### config.mk
export PLATFORM = sky130hd
export DESIGN_NAME = id_ex_reg_flat
export DESIGN_NICKNAME = d
export VERILOG_FILES = /design/src/rtl/id_ex_reg_if.sv /design/src/rtl/id_ex_reg.sv /design/src/flat_wrapper.sv
export SDC_FILE = /design/constraint.sdc
export NUM_CORES = 1
export LEC_CHECK = 0
export ABC_CLOCK_PERIOD_IN_PS = 2600
export CELL_PAD_IN_SITES_DETAIL_PLACEMENT = 0
export CELL_PAD_IN_SITES_GLOBAL_PLACEMENT = 2
export CORE_MARGIN = 2
export CORE_UTILIZATION = 24
export DETAILED_ROUTE_END_ITERATION = 7
export PLACE_DENSITY_LB_ADDON = 0.25
export SETUP_SLACK_MARGIN = 0.5
export SLEW_MARGIN = 5
export SYNTH_ARGS = -nofsm -noshare
export SYNTH_HDL_FRONTEND = slang
export SYNTH_SLANG_ARGS = --single-unit
### constraint.sdc
create_clock -name clk -period 2.6 [get_ports clk]
set_clock_uncertainty 0.05 [all_clocks]
set_input_delay 0.78 -clock clk [delete_from_list [all_inputs] [get_ports clk]]
set_output_delay 0.78 -clock clk [all_outputs]
set_load 0.02 [all_outputs]
### src/rtl/id_ex_reg_if.sv
// Decode-to-execute pipeline bus: decode operands/controls, write-back bypass
// source, pipeline steering and the registered execute-stage view.
interface id_ex_reg_if;
  logic        id_valid;
  logic [31:0] id_pc4, id_rs_data, id_rt_data, id_imm;
  logic [4:0]  id_rs, id_rt, id_rd;
  logic        id_uses_rt;
  logic        id_reg_write, id_mem_read, id_mem_write, id_mem_to_reg, id_alu_src, id_reg_dst;
  logic [3:0]  id_alu_op;
  logic        wb_reg_write;
  logic [4:0]  wb_rd;
  logic [31:0] wb_data;
  logic        ex_hold, flush;
  logic        ex_valid;
  logic [31:0] ex_pc4, ex_rs_data, ex_rt_data, ex_imm;
  logic [4:0]  ex_rs, ex_rt, ex_rd;
  logic        ex_reg_write, ex_mem_read, ex_mem_write, ex_mem_to_reg, ex_alu_src, ex_reg_dst;
  logic [3:0]  ex_alu_op;
  logic        stall_id;
  logic [15:0] bubble_count;

  modport master (
    output id_valid, id_pc4, id_rs_data, id_rt_data, id_imm, id_rs, id_rt, id_rd, id_uses_rt,
           id_reg_write, id_mem_read, id_mem_write, id_mem_to_reg, id_alu_src, id_reg_dst,
           id_alu_op, wb_reg_write, wb_rd, wb_data, ex_hold, flush,
    input  ex_valid, ex_pc4, ex_rs_data, ex_rt_data, ex_imm, ex_rs, ex_rt, ex_rd,
           ex_reg_write, ex_mem_read, ex_mem_write, ex_mem_to_reg, ex_alu_src, ex_reg_dst,
           ex_alu_op, stall_id, bubble_count
  );

  modport slave (
    input  id_valid, id_pc4, id_rs_data, id_rt_data, id_imm, id_rs, id_rt, id_rd, id_uses_rt,
           id_reg_write, id_mem_read, id_mem_write, id_mem_to_reg, id_alu_src, id_reg_dst,
           id_alu_op, wb_reg_write, wb_rd, wb_data, ex_hold, flush,
    output ex_valid, ex_pc4, ex_rs_data, ex_rt_data, ex_imm, ex_rs, ex_rt, ex_rd,
           ex_reg_write, ex_mem_read, ex_mem_write, ex_mem_to_reg, ex_alu_src, ex_reg_dst,
           ex_alu_op, stall_id, bubble_count
  );
endinterface

### src/rtl/id_ex_reg.sv
// ID/EX pipeline register with load-use bubble insertion, write-back bypass
// of register-file read data, and a saturating bubble counter.
module id_ex_reg (
  input logic         clk,
  input logic         rst,
  id_ex_reg_if.slave  bus
);
  typedef struct packed {
    logic        valid;
    logic [31:0] pc4, rsData, rtData, imm;
    logic [4:0]  rs, rt, rd;
    logic        regWrite, memRead, memWrite, memToReg, aluSrc, regDst;
    logic [3:0]  aluOp;
  } exPayload_t;

  exPayload_t  exQ, exD;
  logic [15:0] bubbleCnt;
  logic        loadUse, squash, rsHit, rtHit;

  // $0 is hardwired zero, so it can neither create a hazard nor be bypassed.
  assign loadUse = exQ.valid & exQ.memRead & bus.id_valid & (exQ.rt != 5'd0) &
                   ((exQ.rt == bus.id_rs) | (bus.id_uses_rt & (exQ.rt == bus.id_rt)));
  assign squash  = bus.flush | loadUse;
  assign rsHit   = bus.wb_reg_write & (bus.wb_rd != 5'd0) & (bus.wb_rd == bus.id_rs);
  assign rtHit   = bus.wb_reg_write & (bus.wb_rd != 5'd0) & (bus.wb_rd == bus.id_rt);

  assign bus.stall_id = bus.ex_hold | (loadUse & ~bus.flush);

  always_comb begin
    exD = '0;
    if (!squash && bus.id_valid) begin
      exD.valid    = 1'b1;
      exD.pc4      = bus.id_pc4;
      exD.rsData   = rsHit ? bus.wb_data : bus.id_rs_data;
      exD.rtData   = rtHit ? bus.wb_data : bus.id_rt_data;
      exD.imm      = bus.id_imm;
      exD.rs       = bus.id_rs;
      exD.rt       = bus.id_rt;
      exD.rd       = bus.id_rd;
      exD.regWrite = bus.id_reg_write;
      exD.memRead  = bus.id_mem_read;
      exD.memWrite = bus.id_mem_write;
      exD.memToReg = bus.id_mem_to_reg;
      exD.aluSrc   = bus.id_alu_src;
      exD.regDst   = bus.id_reg_dst;
      exD.aluOp    = bus.id_alu_op;
    end
  end

  // Only hazard/flush bubbles are counted; idle decode slots are not.
  always_ff @(posedge clk or negedge rst) begin
    if (!rst) begin
      exQ       <= '0;
      bubbleCnt <= '0;
    end else if (!bus.ex_hold) begin
      exQ <= exD;
      if (squash && bubbleCnt != 16'hFFFF) bubbleCnt <= bubbleCnt + 16'd1;
    end
  end

  assign bus.ex_valid      = exQ.valid;
  assign bus.ex_pc4        = exQ.pc4;
  assign bus.ex_rs_data    = exQ.rsData;
  assign bus.ex_rt_data    = exQ.rtData;
  assign bus.ex_imm        = exQ.imm;
  assign bus.ex_rs         = exQ.rs;
  assign bus.ex_rt         = exQ.rt;
  assign bus.ex_rd         = exQ.rd;
  assign bus.ex_reg_write  = exQ.regWrite;
  assign bus.ex_mem_read   = exQ.memRead;
  assign bus.ex_mem_write  = exQ.memWrite;
  assign bus.ex_mem_to_reg = exQ.memToReg;
  assign bus.ex_alu_src    = exQ.aluSrc;
  assign bus.ex_reg_dst    = exQ.regDst;
  assign bus.ex_alu_op     = exQ.aluOp;
  assign bus.bubble_count  = bubbleCnt;
endmodule

### src/flat_wrapper.sv
// flat-port wrapper written by rule: the top's interface ports become plain ports
module id_ex_reg_flat 
  (clk, rst, bus_id_valid, bus_id_pc4, bus_id_rs_data, bus_id_rt_data, bus_id_imm, bus_id_rs, bus_id_rt, bus_id_rd, bus_id_uses_rt, bus_id_reg_write, bus_id_mem_read, bus_id_mem_write, bus_id_mem_to_reg, bus_id_alu_src, bus_id_reg_dst, bus_id_alu_op, bus_wb_reg_write, bus_wb_rd, bus_wb_data, bus_ex_hold, bus_flush, bus_ex_valid, bus_ex_pc4, bus_ex_rs_data, bus_ex_rt_data, bus_ex_imm, bus_ex_rs, bus_ex_rt, bus_ex_rd, bus_ex_reg_write, bus_ex_mem_read, bus_ex_mem_write, bus_ex_mem_to_reg, bus_ex_alu_src, bus_ex_reg_dst, bus_ex_alu_op, bus_stall_id, bus_bubble_count);
  id_ex_reg_if bus_i ();
  input logic clk;
  input logic rst;
  input wire logic [$bits(bus_i.id_valid)-1:0] bus_id_valid;
  input wire logic [$bits(bus_i.id_pc4)-1:0] bus_id_pc4;
  input wire logic [$bits(bus_i.id_rs_data)-1:0] bus_id_rs_data;
  input wire logic [$bits(bus_i.id_rt_data)-1:0] bus_id_rt_data;
  input wire logic [$bits(bus_i.id_imm)-1:0] bus_id_imm;
  input wire logic [$bits(bus_i.id_rs)-1:0] bus_id_rs;
  input wire logic [$bits(bus_i.id_rt)-1:0] bus_id_rt;
  input wire logic [$bits(bus_i.id_rd)-1:0] bus_id_rd;
  input wire logic [$bits(bus_i.id_uses_rt)-1:0] bus_id_uses_rt;
  input wire logic [$bits(bus_i.id_reg_write)-1:0] bus_id_reg_write;
  input wire logic [$bits(bus_i.id_mem_read)-1:0] bus_id_mem_read;
  input wire logic [$bits(bus_i.id_mem_write)-1:0] bus_id_mem_write;
  input wire logic [$bits(bus_i.id_mem_to_reg)-1:0] bus_id_mem_to_reg;
  input wire logic [$bits(bus_i.id_alu_src)-1:0] bus_id_alu_src;
  input wire logic [$bits(bus_i.id_reg_dst)-1:0] bus_id_reg_dst;
  input wire logic [$bits(bus_i.id_alu_op)-1:0] bus_id_alu_op;
  input wire logic [$bits(bus_i.wb_reg_write)-1:0] bus_wb_reg_write;
  input wire logic [$bits(bus_i.wb_rd)-1:0] bus_wb_rd;
  input wire logic [$bits(bus_i.wb_data)-1:0] bus_wb_data;
  input wire logic [$bits(bus_i.ex_hold)-1:0] bus_ex_hold;
  input wire logic [$bits(bus_i.flush)-1:0] bus_flush;
  output wire logic [$bits(bus_i.ex_valid)-1:0] bus_ex_valid;
  output wire logic [$bits(bus_i.ex_pc4)-1:0] bus_ex_pc4;
  output wire logic [$bits(bus_i.ex_rs_data)-1:0] bus_ex_rs_data;
  output wire logic [$bits(bus_i.ex_rt_data)-1:0] bus_ex_rt_data;
  output wire logic [$bits(bus_i.ex_imm)-1:0] bus_ex_imm;
  output wire logic [$bits(bus_i.ex_rs)-1:0] bus_ex_rs;
  output wire logic [$bits(bus_i.ex_rt)-1:0] bus_ex_rt;
  output wire logic [$bits(bus_i.ex_rd)-1:0] bus_ex_rd;
  output wire logic [$bits(bus_i.ex_reg_write)-1:0] bus_ex_reg_write;
  output wire logic [$bits(bus_i.ex_mem_read)-1:0] bus_ex_mem_read;
  output wire logic [$bits(bus_i.ex_mem_write)-1:0] bus_ex_mem_write;
  output wire logic [$bits(bus_i.ex_mem_to_reg)-1:0] bus_ex_mem_to_reg;
  output wire logic [$bits(bus_i.ex_alu_src)-1:0] bus_ex_alu_src;
  output wire logic [$bits(bus_i.ex_reg_dst)-1:0] bus_ex_reg_dst;
  output wire logic [$bits(bus_i.ex_alu_op)-1:0] bus_ex_alu_op;
  output wire logic [$bits(bus_i.stall_id)-1:0] bus_stall_id;
  output wire logic [$bits(bus_i.bubble_count)-1:0] bus_bubble_count;
  assign bus_i.id_valid = bus_id_valid;
  assign bus_i.id_pc4 = bus_id_pc4;
  assign bus_i.id_rs_data = bus_id_rs_data;
  assign bus_i.id_rt_data = bus_id_rt_data;
  assign bus_i.id_imm = bus_id_imm;
  assign bus_i.id_rs = bus_id_rs;
  assign bus_i.id_rt = bus_id_rt;
  assign bus_i.id_rd = bus_id_rd;
  assign bus_i.id_uses_rt = bus_id_uses_rt;
  assign bus_i.id_reg_write = bus_id_reg_write;
  assign bus_i.id_mem_read = bus_id_mem_read;
  assign bus_i.id_mem_write = bus_id_mem_write;
  assign bus_i.id_mem_to_reg = bus_id_mem_to_reg;
  assign bus_i.id_alu_src = bus_id_alu_src;
  assign bus_i.id_reg_dst = bus_id_reg_dst;
  assign bus_i.id_alu_op = bus_id_alu_op;
  assign bus_i.wb_reg_write = bus_wb_reg_write;
  assign bus_i.wb_rd = bus_wb_rd;
  assign bus_i.wb_data = bus_wb_data;
  assign bus_i.ex_hold = bus_ex_hold;
  assign bus_i.flush = bus_flush;
  assign bus_ex_valid = bus_i.ex_valid;
  assign bus_ex_pc4 = bus_i.ex_pc4;
  assign bus_ex_rs_data = bus_i.ex_rs_data;
  assign bus_ex_rt_data = bus_i.ex_rt_data;
  assign bus_ex_imm = bus_i.ex_imm;
  assign bus_ex_rs = bus_i.ex_rs;
  assign bus_ex_rt = bus_i.ex_rt;
  assign bus_ex_rd = bus_i.ex_rd;
  assign bus_ex_reg_write = bus_i.ex_reg_write;
  assign bus_ex_mem_read = bus_i.ex_mem_read;
  assign bus_ex_mem_write = bus_i.ex_mem_write;
  assign bus_ex_mem_to_reg = bus_i.ex_mem_to_reg;
  assign bus_ex_alu_src = bus_i.ex_alu_src;
  assign bus_ex_reg_dst = bus_i.ex_reg_dst;
  assign bus_ex_alu_op = bus_i.ex_alu_op;
  assign bus_stall_id = bus_i.stall_id;
  assign bus_bubble_count = bus_i.bubble_count;
  id_ex_reg u_core (.clk(clk), .rst(rst), .bus(bus_i));
endmodule
### Word-level counts from Yosys, hierarchy flattened

Cells that the tools add are included.

| storage, ports and cells | value |
|---|---|
| bits in registers | 170 |
| latch bits | 0 |
| RAM bits | 0 |
| ROM bits | 0 |
| output and inout bits | 171 |
| logic and storage cells | 45 |
| memories kept | 0 |

| operators by class | value |
|---|---|
| add/sub/neg operators | 1 |
| multiply operators | 0 |
| div/mod/pow operators | 0 |
| magnitude comparators | 0 |
| equal/unequal tests | 5 |
| shift operators | 0 |
| multiplexer cells | 3 |
| bitwise gates (word level) | 14 |
| reductions and logical operators | 6 |

Operator list:

| operator | number |
|---|---|
| two-way mux 154 bit | 1 |
| two-way mux 32 bit | 2 |
| == test 5 bit | 4 |
| adder 16 x 1 -> 16 bit, second input constant | 1 |
| != test 16 bit, second input constant | 1 |
| nonzero test 5 bit | 2 |
| bitwise AND 1 bit | 9 |
| bitwise OR 1 bit | 3 |
| logical AND 1 bit | 2 |
| inverter 1 bit | 2 |
| AND reduction 2 bit | 1 |
| zero test 1 bit | 1 |

### Logic depth before layout (Yosys ltp)

| logic depth | value |
|---|---|
| depth after elaboration | 8 |
| gate-level depth with buffers | 9 |
| mapped depth without buffers | 7 |

### Least setup slack after synthesis

OpenSTA, ideal clock, no wires.

| timing | value |
|---|---|
| path kind | input port to output port |
| from | input bus_id_rs[4] |
| to | output bus_stall_id |
| arrival | 1.630 ns |
| required time | 1.770 ns |
| setup slack | 0.140 ns |
| stages on the path | 5 |
| cell sequence | xnor2_1 -> nand3_1 -> o22ai_2 -> nand2_1 -> o21bai_1 |

| between the ends | value |
|---|---|
| longest elaborated chain between the ends | 5 |

Ends and longest elaborated chain:

| item | line | text |
|---|---|---|
| start, declared | flat_wrapper.sv:12 | `input wire logic [$bits(bus_i.id_rs)-1:0] bus_id_rs;` |
| == test 5 bit | id_ex_reg.sv:22 | `((exQ.rt == bus.id_rs) \| (bus.id_uses_rt & (exQ.rt == bus.id_rt)));` |
| bitwise OR 1 bit | id_ex_reg.sv:22 |  |
| bitwise AND 1 bit | id_ex_reg.sv:21 | `assign loadUse = exQ.valid & exQ.memRead & bus.id_valid & (exQ.rt != 5'd0) &` |
| bitwise AND 1 bit | id_ex_reg.sv:27 | `assign bus.stall_id = bus.ex_hold \| (loadUse & ~bus.flush);` |
| bitwise OR 1 bit | id_ex_reg.sv:27 |  |
| end, declared | flat_wrapper.sv:43 | `output wire logic [$bits(bus_i.stall_id)-1:0] bus_stall_id;` |

No other way between the ends.

### Final worst setup path

| timing | value |
|---|---|
| from | input bus_id_rs[3] |
| to | output bus_stall_id |

The elaborated chain is that of the path after synthesis.

==> summary.txt <==
Logic synthesis
  • Cell with the most instances after synthesis: dfrtp_1
  • Top FF cell, synth: dfrtp_1
  • Post-synth EDFFs: 0
  • Dominant cell type by area after synthesis: dfrtp_1
  • Post-synthesis async set-or-reset flop share: 100%
  • Flops & latches, synth: 170
  • Synth top area cells: dfrtp_1, a22o_1, mux2i_1, nand2_1, xnor2_1
  • Area fraction of the dominant cell type after synthesis: 59.3%
  • Post-Syn Area: 7170 sq um
  • Avg Inst Size Synth: 12.4 sq um
  • Syn nets: 778
  • Register area share after synthesis: 59.3%
  • Netlist cell types: 35
  • YS warnings: 0
  • Synth top cells by count: dfrtp_1, a22o_1, nand2_1
  • Syn Inst Count: 580

Setup path
  • WP data required: 1.77 ns
  • Reg2reg end: u_core.bus.ex_pc4[3]$_DFFE_PN0N_
  • CP Data Arrival Time: 1.81 ns
  • Critical path startpoint category: input port
  • Critical path peak fanout: 3
  • CP max-delay cell: o22ai_2
  • Most frequent CP cell: buf_6
  • Worst r2r src: u_core.bus.ex_rt[1]$_DFFE_PN0N_
  • CP max stage delay: 0.21 ns
  • R2r setup slk: -0.01 ns
  • Crit path from: bus_id_rs[3]
  • Crit path kind: input port to output pin
  • Worst-path cell chain: buf_2 -> xnor2_2 -> nand2_1 -> o22ai_2 -> buf_6 -> nand2_4 -> o21bai_4 -> buf_6
  • Nature of the critical path endpoint: output pin
  • Reg2reg path depth: 15

Place
  • Placed cell area: 11,800 sq um
  • Pre-CTS setup slack: -1.09 ns
  • Global placer's final weighted congestion: 0.734
  • # port buffers: 367
  • DP Wirelength: 19,200 um

Finish
  • Share of cells above drive strength 1: 26.1%
  • Area Growth Syn to Fin: 90.9%
  • # nets final: 1,239
  • Antenna cell count: 0
  • Post-layout instance area: 13,700 sq um

Clock tree
  • H-tree depth: 4
  • Clock buffer depth: 2
  • Hold-fix buffers, CTS: 0
  • Worst skew pair latency: 0.43 ns
  • CTS tree: yes
  • Root Buffer: clkbuf_16
  • CTS Sinks: 170
  • Clock Pin Slew Worst Setup and Hold Paths: 0.06 ns
  • CTS buffer count: 17

Worst hold path
  • Min-delay worst type: input port to async pin

STA
  • Final Hold Fails: 0
  • Final setup vio count: 5
  • Fin worst setup slack: -0.0404 ns
  • Fin Hold WS: 0.144 ns
  • Relative slew slack: 41.6%
  • Worst-Margin Slew: 0.876 ns
  • Fin crit period: 2.64 ns
  • RSZ-0062 raised after global routing: yes
  • Slew Limit Fails: 0
  • Fmax: 0.379 GHz
  • Period utilization: 102%
  • Setup Total Neg Slack: -0.0723 ns

Floorplanning
  • Site Rows: 63
  • Die area: 31,300 sq um
  • CORE AREA: 29,600 sq um
  • Initial core utilization: 24.3%
  • Chip Height: 177 um
  • Top-Level Pins: 368
  • Chip Width: 177 um

Routing
  • Initial DRC Count: 298
  • Final wirelength: 29,800 um
  • DRC errors left: 0
  • Post-route antenna net violation count: 0
  • Vias/cell: 4.53
  • Wirelength per Cell: 20.6 um
  • First-pass iteration count of the detailed router: 5
  • Routed vias: 6,535

Pwr
  • Pwr/cell area: 511 nW/um^2
  • Peak VDD IR: 378 uV
  • P_leak: 6.90 nW

Global route
  • GRT Resource Usage Total: 19.2%
  • Largest net degree at the start of global routing: 86
  • Number of global-route vias before repair: 6,855
  • Total gr overflow: 0
  • First-pass GRT wire length: 44,200 um
  • Antenna violations before repair: 0

Flow run
  • Max-cap violation count: 0

Status
  • Failing checks: setup timing
  • Outcome: finished with violations
==> per-layer routing <==
layer  vias up  share of wire, %  global-route usage (%)
li1       3048                 -                       -
met1      3215                40                    22.5
met2       256                51                    33.8
met3        16               8.0                    6.44
met4         0               1.0                    4.34
met5         -                 0                       0
==> power by group <==
part / switching, mW / internal [mW] / total, mW
clock network: 1.19 / 1.25 / 2.44
logic: 0.766 / 0.829 / 1.60
registers: 0.142 / 2.82 / 2.97
==> cells in the final DEF, fill, tap and decap left out, types with 24 or more instances in the layout <==
master,synthesis,layout
nand2_1,74,72
dlymetal6s2s_1,0,33
dlygate4sd2_1,0,129
dfrtp_1,170,164
buf_4,7,40
clkdlybuf4s50_1,0,176
buf_12,0,25
buf_6,8,24
buf_16,0,25
mux2i_1,64,63
a22o_1,89,89
o21ai_2,1,64
==> how the worst max path moves through the flow <==
stage	cells past startpoint	end	slack, ns
2_1_floorplan	5	bus_stall_id	0.27
3_3_place_gp	8	bus_stall_id	-1.12
3_5_place_dp	8	bus_stall_id	-1.09
4_1_cts	7	bus_stall_id	-0.05
5_1_grt	7	bus_stall_id	-0.1
6_report	8	bus_stall_id	-0.04
==> cells by family after synthesis <==
group                      count (synthesis)  synth area share [%]
DFF                                      170                  59.3
and+or+nand+nor                          109                  7.46
xor gates and xnor gates                  35                  4.27
adders and majority gates                  1                 0.174
buffers and inverters                     41                  3.61
AOI/OAI and AO/OA                        159                  16.1
muxes                                     65                  9.09
==> repair_timing <==
action,CTS,global route
setup buffers,33,2
hold endpoints to repair,0,0
pin swaps,74,11
setup endpoints to repair,341,213
gates cloned,24,0
gates resized for setup,372,49
==> area by class of cell <==
cell class	instances	area (sq um)
Clock buffer	18	429
Clock inverter	14	119
Fill cell	2768	15900
Inverter	1	3.75
Multi-Input combinational cell	369	3060
Sequential cell	170	4260
Tap cell	390	488
Timing Repair Buffer	482	5330
==> metrics by stage <==
stage	util (%)	instances	total power [mW]
5_1_grt	46.3	1444	7.33
6_report	46.3	1444	7.00
2_1_floorplan	-	580	3.57
4_1_cts	45.9	1442	7.10
3_3_place_gp	39.8	1353	4.53
3_5_place_dp	39.8	1353	4.53
==> worst max-delay path: cells and delay by family <==
family | cells | cell delay, ns
AND/OR/NAND/NOR | 2 | 0.15
XOR/XNOR | 1 | 0.16
AO/OA/AOI/OAI | 2 | 0.31
buffers and inverters | 3 | 0.40
Note: power is estimated with default switching activity, not from simulation.
